`config.mk`:
```
export PLATFORM = sky130hd
export DESIGN_NAME = multicycle_control_fsm
export DESIGN_NICKNAME = d
export VERILOG_FILES = /design/src/rtl/multicycle_control_fsm.sv
export SDC_FILE = /design/constraint.sdc
export NUM_CORES = 1
export LEC_CHECK = 0
export ABC_CLOCK_PERIOD_IN_PS = 1460
export BUFFER_PORTS_ARGS = -buffer_cell sky130_fd_sc_hd__buf_2
export CORE_MARGIN = 10
export CORE_UTILIZATION = 45
export DETAILED_ROUTE_END_ITERATION = 6
export HOLD_SLACK_MARGIN = 0.1
export PLACE_DENSITY = 0.77
export SLEW_MARGIN = 20
export SYNTH_ARGS = -nofsm -noshare
export SYNTH_HDL_FRONTEND = slang
export SYNTH_SLANG_ARGS = --single-unit
```
`constraint.sdc`:
```
create_clock -name clk -period 1.46 [get_ports clk]
set_clock_uncertainty 0.05 [all_clocks]
set_input_delay 0.146 -clock clk [delete_from_list [all_inputs] [get_ports clk]]
set_output_delay 0.146 -clock clk [all_outputs]
set_load 0.01 [all_outputs]
```
`src/rtl/multicycle_control_fsm.sv`:
```
// rtl/multicycle_control_fsm.sv - Moore sequencing controller for the multi-cycle MIPS datapath
//
// Steps each instruction through fetch, decode, execute, memory and write-back,
// driving every datapath mux select and write enable. Stalls in FETCH, MEMRD and
// MEMWR until memReady is high.
//
// Ports:
//   clk          rising-edge clock
//   reset        asynchronous active-high reset, forces IDLE (all outputs 0)
//   opcode[5:0]  instruction[31:26] from the instruction register
//   zero         ALU zero flag (branch resolution is done in the datapath)
//   memReady     memory completes the access this cycle
//   pcWrite, pcWriteCond, iorD, irWrite, memRead, memWrite,
//   memToReg, regDst, regWrite, aluSrcA       datapath controls
//   aluSrcB[1:0] 00 B, 01 const 4, 10 sign-ext imm, 11 sign-ext imm << 2
//   aluOp[1:0]   00 add, 01 sub, 10 funct field, 11 immediate op from opcode
//   pcSrc[1:0]   00 ALU result, 01 ALUOut, 10 jump target
//   instrDone    one-cycle pulse on the final cycle of each instruction
//   illegal      one-cycle pulse in DECODE for an unsupported opcode

module multicycle_control_fsm (
  input  logic       clk,
  input  logic       reset,
  input  logic [5:0] opcode,
  input  logic       zero,
  input  logic       memReady,
  output logic       pcWrite,
  output logic       pcWriteCond,
  output logic       iorD,
  output logic       irWrite,
  output logic       memRead,
  output logic       memWrite,
  output logic       memToReg,
  output logic       regDst,
  output logic       regWrite,
  output logic       aluSrcA,
  output logic [1:0] aluSrcB,
  output logic [1:0] aluOp,
  output logic [1:0] pcSrc,
  output logic       instrDone,
  output logic       illegal
);

  localparam logic [5:0] OP_RTYPE = 6'h00;
  localparam logic [5:0] OP_J     = 6'h02;
  localparam logic [5:0] OP_BEQ   = 6'h04;
  localparam logic [5:0] OP_ADDI  = 6'h08;
  localparam logic [5:0] OP_ANDI  = 6'h0C;
  localparam logic [5:0] OP_ORI   = 6'h0D;
  localparam logic [5:0] OP_LH    = 6'h21;
  localparam logic [5:0] OP_LW    = 6'h23;
  localparam logic [5:0] OP_LHU   = 6'h25;
  localparam logic [5:0] OP_SW    = 6'h2B;

  typedef enum logic [3:0] {
    IDLE,
    FETCH,
    DECODE,
    MEMADR,
    MEMRD,
    MEMWB,
    MEMWR,
    EXEC,
    ALUWB,
    IEXEC,
    IWB,
    BRANCH,
    JUMP
  } state_t;

  state_t state;
  state_t state_next;

  // The branch decision is taken by the datapath (pcWriteCond & zero), so the
  // flag is deliberately not consumed here.
  logic unused_zero;
  assign unused_zero = zero;

  always_ff @(posedge clk or posedge reset) begin
    if (reset) begin
      state <= IDLE;
    end else begin
      state <= state_next;
    end
  end

  always_comb begin
    state_next  = state;
    pcWrite     = 1'b0;
    pcWriteCond = 1'b0;
    iorD        = 1'b0;
    irWrite     = 1'b0;
    memRead     = 1'b0;
    memWrite    = 1'b0;
    memToReg    = 1'b0;
    regDst      = 1'b0;
    regWrite    = 1'b0;
    aluSrcA     = 1'b0;
    aluSrcB     = 2'b00;
    aluOp       = 2'b00;
    pcSrc       = 2'b00;
    instrDone   = 1'b0;
    illegal     = 1'b0;

    case (state)
      IDLE: begin
        state_next = FETCH;
      end

      FETCH: begin
        memRead = 1'b1;
        aluSrcB = 2'b01;
        // IR load and PC+4 only on the cycle the instruction word arrives.
        irWrite = memReady;
        pcWrite = memReady;
        if (memReady) begin
          state_next = DECODE;
        end
      end

      DECODE: begin
        aluSrcB = 2'b11;
        case (opcode)
          OP_LW, OP_LH, OP_LHU, OP_SW: state_next = MEMADR;
          OP_RTYPE:                    state_next = EXEC;
          OP_ADDI, OP_ANDI, OP_ORI:    state_next = IEXEC;
          OP_BEQ:                      state_next = BRANCH;
          OP_J:                        state_next = JUMP;
          default: begin
            illegal    = 1'b1;
            instrDone  = 1'b1;
            state_next = FETCH;
          end
        endcase
      end

      MEMADR: begin
        aluSrcA = 1'b1;
        aluSrcB = 2'b10;
        // Only loads and SW reach here; the IR still holds the same opcode.
        state_next = (opcode == OP_SW) ? MEMWR : MEMRD;
      end

      MEMRD: begin
        memRead = 1'b1;
        iorD    = 1'b1;
        if (memReady) begin
          state_next = MEMWB;
        end
      end

      MEMWB: begin
        regWrite   = 1'b1;
        memToReg   = 1'b1;
        instrDone  = 1'b1;
        state_next = FETCH;
      end

      MEMWR: begin
        memWrite  = 1'b1;
        iorD      = 1'b1;
        instrDone = memReady;
        if (memReady) begin
          state_next = FETCH;
        end
      end

      EXEC: begin
        aluSrcA    = 1'b1;
        aluOp      = 2'b10;
        state_next = ALUWB;
      end

      ALUWB: begin
        regWrite   = 1'b1;
        regDst     = 1'b1;
        instrDone  = 1'b1;
        state_next = FETCH;
      end

      IEXEC: begin
        aluSrcA    = 1'b1;
        aluSrcB    = 2'b10;
        aluOp      = 2'b11;
        state_next = IWB;
      end

      IWB: begin
        regWrite   = 1'b1;
        instrDone  = 1'b1;
        state_next = FETCH;
      end

      BRANCH: begin
        aluSrcA     = 1'b1;
        aluOp       = 2'b01;
        pcWriteCond = 1'b1;
        pcSrc       = 2'b01;
        instrDone   = 1'b1;
        state_next  = FETCH;
      end

      JUMP: begin
        pcWrite    = 1'b1;
        pcSrc      = 2'b10;
        instrDone  = 1'b1;
        state_next = FETCH;
      end

      default: begin
        state_next = IDLE;
      end
    endcase
  end

endmodule

```
==> Yosys cells after proc, flatten, opt, wreduce, memory -nomap -nowiden <==
Cells that the tools add are included.
{ "totals": {"regBits": 4, "latchBits": 0, "ramBits": 0, "mem_bits_ro": 0, "in_bits": 10, "n_memories": 0} }
{ "classes": {"add_sub_neg": 0, "n_mul": 0, "div": 0, "magnitude_cmp": 0, "eq_ne": 24, "shift": 0, "mux": 22, "bitwise_logic": 0, "reduce_logical": 13} }
{ "ops": {"columns": ["op", "n"], "rows": [
  ["$pmux 4 s8", 1],
  ["$eq 6x6->1 const B", 4],
  ["$eq 4x4->1 const B", 5],
  ["$pmux 4 s5", 1],
  ["$eq 6x4->1 const B", 3],
  ["$eq 4x3->1 const B", 4],
  ["$mux 4", 3],
  ["$pmux 2 s3", 2],
  ["$mux 1", 11],
  ["$reduce_or 10->1", 1],
  ["$eq 4x2->1 const B", 2],
  ["$reduce_or 4->1", 2],
  ["$eq 6x2->1 const B", 1],
  ["$eq 6x3->1 const B", 1],
  ["$logic_not 6->1", 1],
  ["$ne 2x2->1 const B", 3],
  ["$reduce_or 2->1", 3],
  ["$reduce_or 3->1", 2],
  ["$reduce_or 6->1", 1],
  ["$reduce_or 5->1", 1],
  ["$eq 4x1->1 const B", 1],
  ["$logic_not 4->1", 1],
  ["$pmux 2 s2", 1],
  ["$pmux 1 s3", 1],
  ["other kinds (3)", 3]
]} }

==> Logic depth before layout (Yosys ltp) <==
Gate-level depths: netlist of the first run.
{ "depth": {"ltp_word": 4, "mapped_depth": 5} }

==> Least setup slack after synthesis of the first run <==
Ideal clock, no wire load.
{ "synth_timing": {"path_type": "flip-flop to output port", "startpoint": "register state[3]", "endpoint": "output port instrDone", "arrival_time_ns": 1.185, "required_ns": 1.264, "slack_ns": 0.079, "path_stages_with_launch": 5, "path_cell_list": "dfrtp_1 > clkbuf_8 > nor3_1 > o221ai_2 > o21ai_1"} }
{ "synth_between": {"elab_chain_len": 3} }
{ "synth_rtl": {"columns": ["element", "line", "text"], "rows": [
  ["start: declaration", "71", "state_t state;"],
  ["start signal: assignment", "83", "state <= state_next;"],
  ["$eq 4x4->1 or $eq 4x3->1 (tied branches)", "105", "case (state)"],
  ["$reduce_or 5->1 (no source line)", null, null],
  ["$pmux 1 s3 (*)", "105", null],
  ["end: declaration", "40", "output logic instrDone,"]
]} }
Every way passes the cells marked *; elsewhere a longest branch is shown, timed or not.

==> Worst setup path after layout of the first run <==
{ "layout_timing": {"startpoint": "register state[2]", "endpoint": "output port instrDone"} }
The elaborated chain is that of the path after synthesis.

==> flow_summary.yaml, run 1 <==
global_route:
  grt_pass1_wl_mm: 4.16
  grt_max_degree: 11
  grt-ovfl-total: 0
  antenna_found_initial: 0
  track_usage_pct: 15.6
  grt_pass1_vias: 902
setup_path:
  cpPeakStageDelay_ns: 0.43
  crit_fanout: 4
  cp.arrival_ns: 1.53
  cpMaxStageDelayCell: "dfrtp_2"
  endpoint_kind: "output pin"
  cp.required_ns: 1.26
  crit_chain: "buf_6 > nor3_4 > o221ai_2 > o21ai_1 > buf_2"
  cp_top_family: "flip-flops"
  critPathLaunchType: "register"
  worstSetupPathType: "reg -> out"
  path_buf_inv: 2
layout:
  largest_register: "state"
  largest_reg_flops: 4
  drive_gt1_share_pct: 68.1
  fin_area_um2: 1210
  nets: 153
  finalNonFillerCells: 156
  nFillCells: 47
  final_core_util_pct: 92.7
  antenna_cells: 0
  reg_top3: "state x4"
  area_growth_pct: 95.5
  final_cell_mix: "21 x buf_2, 21 x buf_4, 13 x buf_6"
yosys:
  syn_inst: 87
  synth_top_area_cell: "dfrtp_1"
  synth-edff-count: 0
  netlist_top_cells_area: "dfrtp_1 16%, nor2_1 12%, clkbuf_8 6.7%"
  avgSynthCellArea_um2: 7.09
  synth.top_cell.area_share_pct: 16.2
  synth_warnings: 0
  synth_cell_type_count: 36
  yosysSeqAreaShare_pct: 16.2
  ys_ff_latch: 4
  netlist_area_um2: 617
  synth_top_flop_cell: "dfrtp_1"
  syn_nets: 97
  async_flop_share_pct: 100
floorplan:
  start_util_pct: 47.4
  dieHeight_um: 57.0
  die_w_um: 57.0
  rows: 13
  die_area_um2: 3250
  design.core.area_um2: 1300
  ioPinCount: 28
placed_design:
  gp_congestion: 0.882
  dp_cells: 139
  dp_hpwl_mm: 1.64
  port_buffers: 26
  place_area_um2: 836
  pre_cts_ws_ns: -0.0761
power_and_ir_drop:
  switchingPower_mw: 1.25
  netSwitchingFraction_pct: 48.5
  ir_drop_mv: 1.81
  p_leak_nw: 0.554
  power_mw: 2.57
  p_int_mw: 1.32
  clkPwrFrac_pct: 5.1
  combPwrFrac_pct: 84.1
  seqPwrFrac_pct: 10.8
  power_density_nw_per_um2: 2130
routing:
  drt-total-wl_mm: 3.23
  firstDrtPassIters: 4
  ant_nets: 0
  routedWlPerCell_um: 20.7
  drc: 0
  vias: 957
  vias_per_cell: 6.13
  drtIter0Drc: 55
timing:
  fmax_mhz: 580
  hold_viol: 0
  setup_ws_ns: -0.266
  final.min_clock_period_ns: 1.73
  setup_viol: 14
  rsz0062_at_grt: "true"
  tightest_slew_ns: 0.317
  setup_tns_ns: -1.58
  slew_headroom_pct: 78.9
  fin_hold_ws_ns: 0.266
  period_share_pct: 118
  slew_viol_final: 0
clock_network:
  cts_tree: "yes"
  cts_made_buffers: 3
  cts-htree-levels: 1
  clock-root-buffer: "clkbuf_4"
  clkLatencyLatePin_ns: 0.23
  clk_pin_slew_worst_paths_ns: 0.03
  clock_path_buffers: 2
  cts.sinks: 4
min_path:
  holdCritPathClass: "in -> reg"
outcome:
  failed_checks: "negative setup slack"
  status: "finished with violations"
job:
  maxCapViolations: 0
per-layer routing:
metal / part of all wire, % / routed length, um / vias to the layer above / GRT usage, %
met4: 6.1 / 196 / 0 / 12.4
li1: - / - / 418 / -
met2: 48 / 1550 / 85 / 25.7
met5: 0 / 0 / - / 0
met1: 33 / 1080 / 434 / 16.4
met3: 12 / 403 / 20 / 3.98
worst paths after layout:
| check | start | end | slack (ns) | cells after the start |
|---|---|---|---|---|
| min in group asynchronous | reset | state[3]$_DFFE_PP0P_ | 0.29 | 3 |
| min reg2reg | state[3]$_DFFE_PP0P_ | state[2]$_DFFE_PP0P_ | 0.64 | 1 |
| max | state[2]$_DFFE_PP0P_ | instrDone | -0.27 | 5 |
| max in group asynchronous | reset | state[1]$_DFFE_PP0P_ | 0.90 | 3 |
| min | memReady | state[0]$_DFFE_PP0P_ | 0.27 | 3 |
| max reg2reg | state[2]$_DFFE_PP0P_ | state[0]$_DFFE_PP0P_ | -0.04 | 7 |
timing repair:
item / CTS / global route
buffers inserted: 7 / 6
resized for setup: 34 / 26
hold buffers: 1 / 0
setup endpoints to repair: 13 / 19
pin swaps: 6 / 10
hold endpoints to repair: 4 / 0
worst register-to-register path, cell delays in order (launching register included):
cell and delay, ns:
dfrtp_2 0.43, buf_4 0.15, buf_12 0.14, nor2_4 0.12, buf_4 0.14, nand2_1 0.07
o221ai_2 0.17, a221oi_2 0.10
cells by family (layout without fill, tap and decap cells):
family | count (synthesis) | after routing | share of synthesized area, %
simple gates | 50 | 50 | 40.6
compound gates | 20 | 20 | 24.3
buf+inv | 10 | 64 | 14.4
flops | 4 | 4 | 16.2
xor+xnor | 2 | 2 | 2.84
mux | 1 | 1 | 1.62
synth_stat cells, types with 2 or more instances:
cell type and count:
a21oi_1 4, nor3_1 5, and3_1 2, dfrtp_1 4
o221ai_2 2, o21ai_0 3, a221oi_1 3, nand2_1 8
nand3b_1 2, xnor2_1 2, clkbuf_8 3, nand2b_1 5
inv_1 3, nor2_1 19
power by group through the flow:
stage | sequential [mW] | clock, mW | combinational, mW
2_1_floorplan | 0.200 | 0 | 0.801
3_3_place_gp | 0.218 | 0 | 1.24
3_5_place_dp | 0.224 | 0 | 1.28
4_1_cts | 0.254 | 0.140 | 1.69
5_1_grt | 0.283 | 0.140 | 2.26
6_report | 0.278 | 0.131 | 2.16
layout make-up:
| class | instances | area (um^2) | area share (%) |
|---|---|---|---|
| Multi-Input combinational cell | 73 | 586 | 48.5 |
| Timing Repair Buffer | 58 | 454 | 37.7 |
| Sequential cell | 4 | 105 | 8.71 |
| Clock buffer | 3 | 22.5 | 1.87 |
| Inverter | 3 | 20.0 | 1.66 |
| Tap cell | 15 | 18.8 | 1.56 |
(Power assumes the default switching activity.)
==> inputs of run 2 (changes only) <==
--- a/config.mk
+++ b/config.mk
@@ -6,11 +6,11 @@
 export NUM_CORES = 1
 export LEC_CHECK = 0
-export ABC_CLOCK_PERIOD_IN_PS = 1460
+export ABC_CLOCK_PERIOD_IN_PS = 1390
 export BUFFER_PORTS_ARGS = -buffer_cell sky130_fd_sc_hd__buf_2
 export CORE_MARGIN = 10
-export CORE_UTILIZATION = 45
+export CORE_UTILIZATION = 41
 export DETAILED_ROUTE_END_ITERATION = 6
 export HOLD_SLACK_MARGIN = 0.1
-export PLACE_DENSITY = 0.77
+export PLACE_DENSITY = 0.74
 export SLEW_MARGIN = 20
 export SYNTH_ARGS = -nofsm -noshare
==> constraint.sdc (replaced) <==
create_clock -name clk -period 1.39 [get_ports clk]
set_clock_uncertainty 0.05 [all_clocks]
set_input_delay 0.2085 -clock clk [delete_from_list [all_inputs] [get_ports clk]]
set_output_delay 0.2085 -clock clk [all_outputs]
set_load 0.01 [all_outputs]
==> run 2 against run 1 <==
The flow now stops in global routing (5_1_grt). Synthesized area unchanged. Synthesized cell count unchanged.
==> flow_summary.yaml, run 2 <==
timing:
  crit_endpoint: "instrDone"
  worst_path_end_type: "top-level output"
clock_network:
  cts_made_buffers: 3
  cts.sinks: 4
  clock_path_buffers: 2
  cts-htree-levels: 1
  clock-root-buffer: "clkbuf_4"
placed_design:
  dp_hpwl_mm: 1.63
  gp_congestion: 0.838
  port_buffers: 26
  place_area_um2: 857
  pre_cts_ws_ns: -0.270
yosys:
  synthTopCellsByCount: "19 x nor2_1, 8 x nand2_1, 5 x nand2b_1, 5 x nor3_1"
  synth.top_cell.area_share_pct: 16.2
  synth_top_family_by_area: "simple AND/OR/NAND/NOR gates"
  syn_inst: 87
  netlist_top_cells_area: "dfrtp_1 16%, nor2_1 12%, clkbuf_8 6.7%"
  yosysMostFrequentCell: "nor2_1"
  synth_cell_type_count: 36
  muxShareOfSynthArea_pct: 1.62
  ys_ff_latch: 4
  synth-simple-area-share_pct: 40.6
  synth-edff-count: 0
  avgSynthCellArea_um2: 7.09
  async_flop_share_pct: 100
  synth_compound_area_share_pct: 24.3
  synth_warnings: 0
  synth_top_area_cell: "dfrtp_1"
  synth_top_flop_cell: "dfrtp_1"
  synthAdderAreaFrac_pct: 0
  yosysSeqAreaShare_pct: 16.2
  netlist_area_um2: 617
  synth_xor_area_share_pct: 2.84
  syn_nets: 97
outcome:
  error: "[ERROR DPL-0033] detailed placement checks failed during check placement."
  lastStage: "global routing (5_1_grt)"
  status: "did not finish"
floorplan:
  dieHeight_um: 58.8
  start_util_pct: 45.1
  rows: 13
  die_w_um: 58.8
  ioPinCount: 28
global_route:
  grt_max_degree: 9
  antenna_found_initial: 0
run 2: cell counts after synthesis:
No cell type changed its count.
run 2: repair_timing:
action / 4_1_cts
resized for setup: 45
endpoints found under the setup margin: 20
gates cloned: 1
pin swaps: 10
endpoints found under the hold margin: 4
setup buffers: 14
hold buffers: 1
run 2: kinds of logic after synthesis:
family / count (synthesis)
compound gates: 20
mux: 1
simple gates: 50
flops: 4
xor+xnor: 2
buf+inv: 10
run 2: metrics by stage:
stage / TNS (ns) / hold WS, ns / utilization [%] / instances
after floorplan: -0.0727 / -0.0754 / - / 87
after global placement: -0.886 / 0.0356 / 62.7 / 143
after detailed placement: -1.03 / 0.0412 / 62.7 / 143
after CTS: -2.56 / 0.278 / 86.4 / 162
==> inputs of run 3 (changes only) <==
ABC_CLOCK_PERIOD_IN_PS = 1800   (was 1390)
CORE_AREA = 10 10 71 73   (was not set)
CORE_MARGIN = not set   (was 10)
CORE_UTILIZATION = not set   (was 41)
DIE_AREA = 0 0 81 83   (was not set)
HOLD_SLACK_MARGIN = not set   (was 0.1)
PLACE_DENSITY = not set   (was 0.74)
PLACE_DENSITY_LB_ADDON = 0.15   (was not set)
clock period = 1.8 ns   (was 1.39 ns; I/O delays follow)
==> run 3 against run 2 <==
The run now ends clean.
==> flow_summary.yaml, run 3 (synthesized netlist as in run 1, its figures left out) <==
layout:
  final_cell_mix: "24 x buf_2, 17 x nor2_1, 14 x buf_4"
  finalNonFillerCells: 172
  reg_top3: "state x4"
  area_growth_pct: 51.3
  largest_register: "state"
  antenna_cells: 0
  final_common_cell: "buf_2"
  drive_gt1_share_pct: 44.4
  nets: 136
  largest_reg_flops: 4
power_and_ir_drop:
  power_mw: 1.42
  p_leak_nw: 0.432
  power_density_nw_per_um2: 1520
  ir_drop_mv: 0.298
setup_path:
  critPathLaunchType: "input port"
  cp.required_ns: 1.48
  crit_fanout: 2
  cpPeakStageDelay_ns: 0.44
  cp.arrival_ns: 1.46
  r2r_slack_ns: 0.31
  endpoint_kind: "output pin"
  crit_chain: "buf_6 > or2_4 > or4_4 > o221ai_4 > o21ai_1 > buf_2"
  cpMaxStageDelayCell: "or4_4"
  rr_worst_depth: 6
  worstSetupPathType: "in -> out"
routing:
  drt-total-wl_mm: 2.17
  vias_per_cell: 4.31
  drtIter0Drc: 102
  ant_nets: 0
  vias: 742
  drc: 0
  routedWlPerCell_um: 12.6
  firstDrtPassIters: 4
job:
  maxCapViolations: 0
global_route:
  grt-ovfl-total: 0
  grt_pass1_vias: 737
  grt_max_degree: 11
  track_usage_pct: 6.14
  antenna_found_initial: 0
  grt_pass1_wl_mm: 3.42
placed_design:
  dp_cells: 166
  gp_congestion: 0.763
  dp_hpwl_mm: 1.73
  port_buffers: 26
timing:
  fmax_mhz: 563
  tightest_slew_ns: 0.343
  setup_viol: 0
  slew_viol_final: 0
  hold_viol: 0
  period_share_pct: 98.7
  final.min_clock_period_ns: 1.78
  slew_headroom_pct: 77.1
  rsz0062_at_grt: "true"
floorplan:
  die_area_um2: 6720
  rows: 22
  design.core.area_um2: 3630
  dieHeight_um: 83
  start_util_pct: 17.0
  die_w_um: 81
  ioPinCount: 28
min_path:
  holdCritPathClass: "in -> async"
clock_network:
  cts.sinks: 4
  cts_tree: "yes"
  cts-htree-levels: 1
  clock-root-buffer: "clkbuf_8"
  clk_pin_slew_worst_paths_ns: 0.03
  clkLatencyLatePin_ns: 0.22
  cts_made_buffers: 3
  clock_path_buffers: 2
outcome:
  status: "completed"
## run 3: per-layer routing
metal,wire (um),GRT usage (%)
met5,0,0
met4,19,1.88
met3,153,1.94
met2,1040,9.65
met1,961,7.67
## run 3: path summary, 6_finish.rpt
kind / from / to
max in group asynchronous: reset / state[3]$_DFFE_PP0P_
min in group clk: memReady / state[0]$_DFFE_PP0P_
worst min-delay path: reset / state[0]$_DFFE_PP0P_
worst max register to register: state[0]$_DFFE_PP0P_ / state[1]$_DFFE_PP0P_
worst max-delay path: opcode[5] / instrDone
worst min register to register: state[0]$_DFFE_PP0P_ / state[2]$_DFFE_PP0P_
## run 3: area by class of cell
| class | instances | area (um^2) |
|---|---|---|
| Clock buffer | 3 | 41.3 |
| Fill cell | 435 | 2700 |
| Inverter | 3 | 15.0 |
| Multi-Input combinational cell | 73 | 457 |
| Sequential cell | 4 | 103 |
| Tap cell | 48 | 60.1 |
| Timing Repair Buffer | 41 | 258 |
## run 3: worst max-delay path: cells and delay by family
family / cells / cell delay [ns]
AOI/OAI and AO/OA: 2 / 0.26
and+or+nand+nor: 2 / 0.68
buffers and inverters: 2 / 0.24
## run 3: timing repair
action,in CTS,in global routing
hold buffers,1,0
pin swaps,0,1
setup buffers,0,2
hold endpoints to repair,4,0
setup endpoints to repair,4,6
gates resized for setup,4,7
## run 3: report_power, final
group	switching, mW	leakage [nW]	internal [mW]
clock	0.0437	0.0216	0.142
sequential	0.0670	0.0472	0.134
combinational	0.552	0.364	0.483
total	0.663	0.432	0.759
## run 3: through the flow
step | setup TNS [ns] | hold slack [ns] | instance area (um^2) | setup slack [ns] | util (%)
detailed placement | -0.00325 | 0.104 | 820 | -0.00325 | 22.6
global route | -0.106 | 0.449 | 933 | -0.0528 | 25.7
global placement | 0 | 0.107 | 820 | 0.0206 | 22.6
finish | 0 | 0.419 | 933 | 0.0237 | 25.7
CTS | 0 | 0.419 | 882 | 0.00894 | 24.3
floorplan | 0 | -0.0139 | 617 | 0.244 | -
